File: config.mk
export PLATFORM = sky130hd
export DESIGN_NAME = fir_filter_tdm
export DESIGN_NICKNAME = d
export VERILOG_FILES = /design/src/rtl/fir_pkg.sv /design/src/rtl/fir_filter_tdm_coeff_bank.sv /design/src/rtl/fir_filter_tdm.sv
export SDC_FILE = /design/constraint.sdc
export NUM_CORES = 2
export LEC_CHECK = 0
export CAP_MARGIN = 15
export CORE_MARGIN = 4
export CORE_UTILIZATION = 40
export DETAILED_ROUTE_END_ITERATION = 10
export PLACE_DENSITY = 0.66
export SYNTH_ARGS = -nofsm -noshare
export SYNTH_HDL_FRONTEND = slang
export SYNTH_SLANG_ARGS = --single-unit
export TNS_END_PERCENT = 30
File: constraint.sdc
create_clock -name clk -period 77.7 [get_ports clk]
set_input_delay 7.77 -clock clk [delete_from_list [all_inputs] [get_ports clk]]
set_output_delay 7.77 -clock clk [all_outputs]
set_load 0.01 [all_outputs]
File: src/rtl/fir_pkg.sv
// Shared types and helpers for the time-multiplexed FIR (fir_filter_tdm).
// Holds the FSM state enum, width helpers and the output saturation helper.
package fir_pkg;

   typedef enum logic [1:0] {
      IDLE = 2'd0,
      MAC  = 2'd1,
      DONE = 2'd2
   } state_e;

   function automatic int tap_width(input int num_taps);
      return (num_taps > 1) ? $clog2(num_taps) : 1;
   endfunction

   // Accumulator wide enough that NUM_TAPS full-scale products cannot overflow.
   function automatic int acc_width(input int data_w, input int coef_w, input int num_taps);
      return data_w + coef_w + $clog2(num_taps);
   endfunction

   function automatic logic signed [63:0] sat_clamp(input logic signed [63:0] v,
                                                    input int out_w);
      logic signed [63:0] hi;
      logic signed [63:0] lo;
      hi = (64'sd1 <<< (out_w - 1)) - 64'sd1;
      lo = -hi - 64'sd1;
      if (v > hi) return hi;
      if (v < lo) return lo;
      return v;
   endfunction

endpackage

File: src/rtl/fir_filter_tdm_coeff_bank.sv
// Coefficient register bank for fir_filter_tdm: one write port, one combinational
// read port that returns the pre-write value when read and write hit the same tap.
module fir_coeff_bank
   import fir_pkg::*;
#(
   parameter int COEF_W   = 8,
   parameter int NUM_TAPS = 71,
   parameter int ADDR_W   = 7,
   parameter int TAP_W    = 7
) (
   input  logic                     clk,
   input  logic                     rst,
   input  logic                     wr_en,
   input  logic [ADDR_W-1:0]        wr_addr,
   input  logic signed [COEF_W-1:0] wr_data,
   input  logic [TAP_W-1:0]         rd_addr,
   output logic signed [COEF_W-1:0] rd_data
);

   logic signed [COEF_W-1:0] coeff_q [NUM_TAPS];
   logic signed [COEF_W-1:0] coeff_d [NUM_TAPS];

   // Out-of-range addresses match no tap and are dropped.
   always_comb begin
      coeff_d = coeff_q;
      for (int i = 0; i < NUM_TAPS; i++) begin
         if (wr_en && (int'(wr_addr) == i)) coeff_d[i] = wr_data;
      end
   end

   always_ff @(posedge clk or posedge rst) begin
      if (rst) coeff_q <= '{default: '0};
      else     coeff_q <= coeff_d;
   end

   assign rd_data = coeff_q[rd_addr];

endmodule

File: src/rtl/fir_filter_tdm.sv
// Time-multiplexed FIR: one shared MAC, NUM_TAPS cycles per output sample.
// Build option: define FIR_SAT_EN to saturate the output instead of wrapping.
module fir_filter_tdm
   import fir_pkg::*;
#(
   parameter int DATA_W   = 4,
   parameter int COEF_W   = 8,
   parameter int NUM_TAPS = 71,
   parameter int ADDR_W   = 7,
   parameter int OUT_W    = 12
) (
   input  logic                     clk,
   input  logic                     rst,
   input  logic signed [DATA_W-1:0] sample_in,
   input  logic                     in_valid,
   output logic                     in_ready,
   input  logic                     coeff_write,
   input  logic [ADDR_W-1:0]        coeff_addr,
   input  logic signed [COEF_W-1:0] coeff_in,
   output logic signed [OUT_W-1:0]  fir_out,
   output logic                     out_valid
);

   localparam int ACC_W  = acc_width(DATA_W, COEF_W, NUM_TAPS);
   localparam int TAP_W  = tap_width(NUM_TAPS);
   localparam int PROD_W = DATA_W + COEF_W;
   localparam logic [TAP_W-1:0] LAST_K = TAP_W'(NUM_TAPS - 1);
   localparam logic [TAP_W-1:0] N_TAPS = TAP_W'(NUM_TAPS);

   state_e                    state_q, state_d;
   logic [TAP_W-1:0]          k_q, k_d;
   logic [TAP_W-1:0]          wr_ptr_q, wr_ptr_d;
   logic signed [ACC_W-1:0]   acc_q, acc_d;
   logic signed [OUT_W-1:0]   fir_out_q, fir_out_d;
   logic                      out_valid_q, out_valid_d;
   logic signed [DATA_W-1:0]  delay_q [NUM_TAPS];
   logic signed [DATA_W-1:0]  delay_d [NUM_TAPS];

   logic [TAP_W-1:0]          rd_idx;
   logic signed [COEF_W-1:0]  coeff_rd;
   logic signed [DATA_W-1:0]  delay_rd;
   logic signed [PROD_W-1:0]  prod;
   logic signed [ACC_W-1:0]   acc_sum;

   function automatic logic signed [OUT_W-1:0] convert(input logic signed [ACC_W-1:0] a);
`ifdef FIR_SAT_EN
      logic signed [63:0] c;
      c = sat_clamp(64'(a), OUT_W);
      return c[OUT_W-1:0];
`else
      return a[OUT_W-1:0];
`endif
   endfunction

   fir_coeff_bank #(
      .COEF_W   (COEF_W),
      .NUM_TAPS (NUM_TAPS),
      .ADDR_W   (ADDR_W),
      .TAP_W    (TAP_W)
   ) u_coeff_bank (
      .clk     (clk),
      .rst     (rst),
      .wr_en   (coeff_write),
      .wr_addr (coeff_addr),
      .wr_data (coeff_in),
      .rd_addr (k_q),
      .rd_data (coeff_rd)
   );

   // Newest sample sits at wr_ptr; tap k reads k samples back, modulo the line length.
   always_comb begin
      if (wr_ptr_q >= k_q) rd_idx = wr_ptr_q - k_q;
      else                 rd_idx = wr_ptr_q + N_TAPS - k_q;
   end

   assign delay_rd = delay_q[rd_idx];
   assign prod     = PROD_W'(coeff_rd) * PROD_W'(delay_rd);
   assign acc_sum  = acc_q + ACC_W'(prod);

   always_comb begin
      state_d     = state_q;
      k_d         = k_q;
      wr_ptr_d    = wr_ptr_q;
      acc_d       = acc_q;
      fir_out_d   = fir_out_q;
      out_valid_d = 1'b0;
      delay_d     = delay_q;
      in_ready    = 1'b0;
      unique case (state_q)
         IDLE: begin
            in_ready = 1'b1;
            if (in_valid) begin
               delay_d[wr_ptr_q] = sample_in;
               k_d               = '0;
               acc_d             = '0;
               state_d           = MAC;
            end
         end
         MAC: begin
            acc_d = acc_sum;
            if (k_q == LAST_K) begin
               fir_out_d   = convert(acc_sum);
               out_valid_d = 1'b1;
               state_d     = DONE;
            end else begin
               k_d = k_q + TAP_W'(1);
            end
         end
         DONE: begin
            wr_ptr_d = (wr_ptr_q == LAST_K) ? '0 : wr_ptr_q + TAP_W'(1);
            state_d  = IDLE;
         end
         default: state_d = IDLE;
      endcase
   end

   always_ff @(posedge clk or posedge rst) begin
      if (rst) begin
         state_q     <= IDLE;
         k_q         <= '0;
         wr_ptr_q    <= '0;
         acc_q       <= '0;
         fir_out_q   <= '0;
         out_valid_q <= 1'b0;
         delay_q     <= '{default: '0};
      end else begin
         state_q     <= state_d;
         k_q         <= k_d;
         wr_ptr_q    <= wr_ptr_d;
         acc_q       <= acc_d;
         fir_out_q   <= fir_out_d;
         out_valid_q <= out_valid_d;
         delay_q     <= delay_d;
      end
   end

   assign fir_out   = fir_out_q;
   assign out_valid = out_valid_q;

endmodule

==> results_dict.tcl <==
set metrics [dict create \
    fin_ws_ns 66.08 \
    crit_type "in2async" \
    start_util_pct 40.37 \
    cts_tree "yes" \
    antenna_found_initial 3 \
    avgViaCountPerCell 5.724 \
    slew_viol_final 0 \
    clkLatencyLatePin_ns 0.68 \
    placementRows 120 \
    portBuffers 36 \
    grt.total_usage_pct 18.51 \
    numCtsBuffers 92 \
    finalHoldViolCount 0 \
    die_w_microns 337.1 \
    cts_sinks 893 \
    startpoint "rst" \
    total_power_mw 1.007 \
    finalCritPeriodShare_pct 14.95 \
    core-area_sq_um 107400 \
    detailed_place_hpwl_microns 65130 \
    post-route-util_pct 44.79 \
    io_pins 37 \
    ys_ff_latch 893 \
    endpoint "u_coeff_bank.coeff_q[119]" \
    fmax_mhz 86.07 \
    grt_max_degree 136 \
    syn_avg_cell_area_sq_um 14.04 \
    die-area_sq_um 113700 \
    r2r-end "acc_q[11]" \
    overflow 0 \
    hold_class "reg2reg" \
    grt_pass1_vias 27040 \
    fin_skew_ns 0.04431 \
    synth.distinct_cells 79 \
    cts_hold_buf 0 \
    hold-path-cell-count 2 \
    setup-violations-final 0 \
    drc 0 \
    yosys_warnings 0 \
    crit_fanout 135 \
    ys_async_sr_fraction_pct 100.0 \
    diodes 0 \
    whs_ns 0.4751 \
    required_ns 78.37 \
    num-fill-cells 9527 \
    p_leak_nw 22.32 \
    r2r.worst_path.cells 27 \
    seq_area_frac_synth_pct 51.57 \
    final_common_cell "dfrtp_1" \
    slew_headroom_pct 23.57 \
    drive_above_1_share_pct 41.18 \
    htree_num_levels 3 \
    power.density_nw_per_um2 20.95 \
    post_cts_resized 0 \
    vias 26010 \
    first_pass_iters 8 \
    cts_setup_buffers 0 \
    die_h_microns 337.1 \
    worst_pin_slew_ns 1.136 \
    syn-instance-count 3087 \
    place.gp.congestion 0.8173 \
    wl_per_cell_microns 22.82 \
    pre_cts_slack_ns 65.07 \
    r2r_start "k_q[0]" \
    clockBufferDepth 3 \
    ant_nets 0 \
    maxCapViolCount 0 \
    end_kind "async pin" \
    setup_tns_ns 0 \
    arrival_ns 12.29 \
    grt_pass1_wl_microns 163800 \
    first_iter_violations 1922 \
    reg2reg_slack_ns 67.94 \
    synth.cell_area_sq_um 43340 \
    area_growth_pct 10.96 \
    synthFlopType "dfrtp_1" \
    clockRootBuffer "clkbuf_16" \
    start_kind "input pin" \
    cts.clk_slew.worst_paths_ns 0.06 \
    rsz0062_at_grt "no" \
    nNetsFinal 3166 \
    synth_edf_count 0 \
    outcome "complete, no violations" \
    routed_wl_microns 103700 \
    syn_nets 3183 \
    final_cell_mix "dfrtp_1, mux2_2, mux4_2" \
    ir_drop_mv 0.01623 \
    post-route-min-period_ns 11.62 \
]
==> cells in the mapped netlist (3+ instances only) <==
| cell | count | share of area (%) |
|---|---|---|
| o31ai_1 | 6 | 0.10 |
| a31oi_1 | 10 | 0.14 |
| a21oi_2 | 4 | 0.081 |
| nand3b_1 | 5 | 0.087 |
| and3_1 | 8 | 0.12 |
| o21ai_0 | 56 | 0.65 |
| nand2_1 | 177 | 1.5 |
| nor3b_1 | 4 | 0.069 |
| inv_1 | 77 | 0.67 |
| clkbuf_1 | 147 | 1.3 |
| buf_1 | 11 | 0.095 |
| o211ai_1 | 8 | 0.14 |
| xor2_1 | 9 | 0.18 |
| a222oi_1 | 5 | 0.12 |
| nor4_1 | 6 | 0.087 |
| a22o_1 | 5 | 0.10 |
| buf_4 | 5 | 0.087 |
| nor3_1 | 23 | 0.27 |
| a211oi_1 | 6 | 0.10 |
| buf_2 | 32 | 0.37 |
| a221oi_1 | 48 | 0.97 |
| mux2i_1 | 38 | 0.88 |
| nand4_1 | 16 | 0.23 |
| dfrtp_1 | 893 | 52 |
| a211o_1 | 4 | 0.081 |
| o21a_1 | 3 | 0.052 |
| and2_1 | 19 | 0.27 |
| or3_1 | 10 | 0.14 |
| a21oi_1 | 35 | 0.40 |
| nand3_1 | 40 | 0.46 |
| fa_1 | 33 | 1.5 |
| o311ai_0 | 6 | 0.12 |
| a22oi_1 | 21 | 0.36 |
| o21bai_1 | 3 | 0.052 |
| xnor2_1 | 19 | 0.38 |
| mux2_2 | 859 | 22 |
| nand2b_1 | 11 | 0.16 |
| nor2b_1 | 9 | 0.13 |
| mux4_2 | 197 | 10 |
| o22ai_1 | 6 | 0.087 |
| a21o_1 | 7 | 0.12 |
| nor2_1 | 122 | 1.1 |
| ha_1 | 40 | 1.2 |
==> sequential cells by signal, indices dropped and copies added, names as in the netlist <==
signal,count
wr_ptr_q,7
u_coeff_bank.coeff_q,568
delay_q,284
k_q,7
state_q,2
acc_q,12
fir_out,12
out_valid,1
==> metal layers <==
layer	up-vias	GRT usage (%)	wire length, microns
met5	-	0	0
met4	0	5.228	2620
met3	171	3.073	4777
met2	577	29.96	49210
met1	13930	25.93	47080
li1	11330	-	-
==> critical path, cell delays in order <==
cell and delay, ns:
clkdlybuf4s50_1 0.49, inv_8 0.61, buf_4 0.69, buf_4 0.87, buf_4 0.86, buf_4 0.87
==> through the flow <==
| step | instance area, sq um | cells |
|---|---|---|
| after floorplan | 43340 | 3087 |
| after global placement | 45030 | 4379 |
| after detailed placement | 45030 | 4379 |
| after CTS | 48090 | 4543 |
| after global routing | 48090 | 4543 |
| final | 48090 | 4543 |
==> final cells by class <==
cell class	count	area, sq um	area share [%]
inverters	80	307.8	0.6401
well taps	1403	1755	3.651
clock inverters	31	426.7	0.8873
multi-input cells	1918	19930	41.46
repair buffers	85	680.7	1.415
flip-flops and latches	893	22360	46.49
clock buffers	133	2626	5.462
==> power by group <==
part	total (mW)	internal (mW)	switching, mW
clock network	0.446	0.257	0.190
logic	0.0605	0.0301	0.0304
registers	0.501	0.489	0.0115
total	1.01	0.776	0.232
==> worst min-delay path by stage <==
stage                     from    endpoint  slack, ns
global route        fir_out[2]  fir_out[2]       0.50
CTS                 fir_out[2]  fir_out[2]       0.48
detailed placement  fir_out[2]  fir_out[2]       0.47
finish              fir_out[5]  fir_out[5]       0.48
floorplan             acc_q[4]    acc_q[4]       0.46
global placement    fir_out[4]  fir_out[4]       0.46
==> cells by family after synthesis <==
kind of cell    Yosys count  synth area share [%]
mux                    1095                 33.46
flops                   893                 51.57
simple gates            463                 4.888
buf+inv                 276                 2.552
compound gates          258                 4.262
fa+ha+maj                74                 2.702
xor+xnor                 28                0.5659
Note: power is estimated with default switching activity, not from simulation.
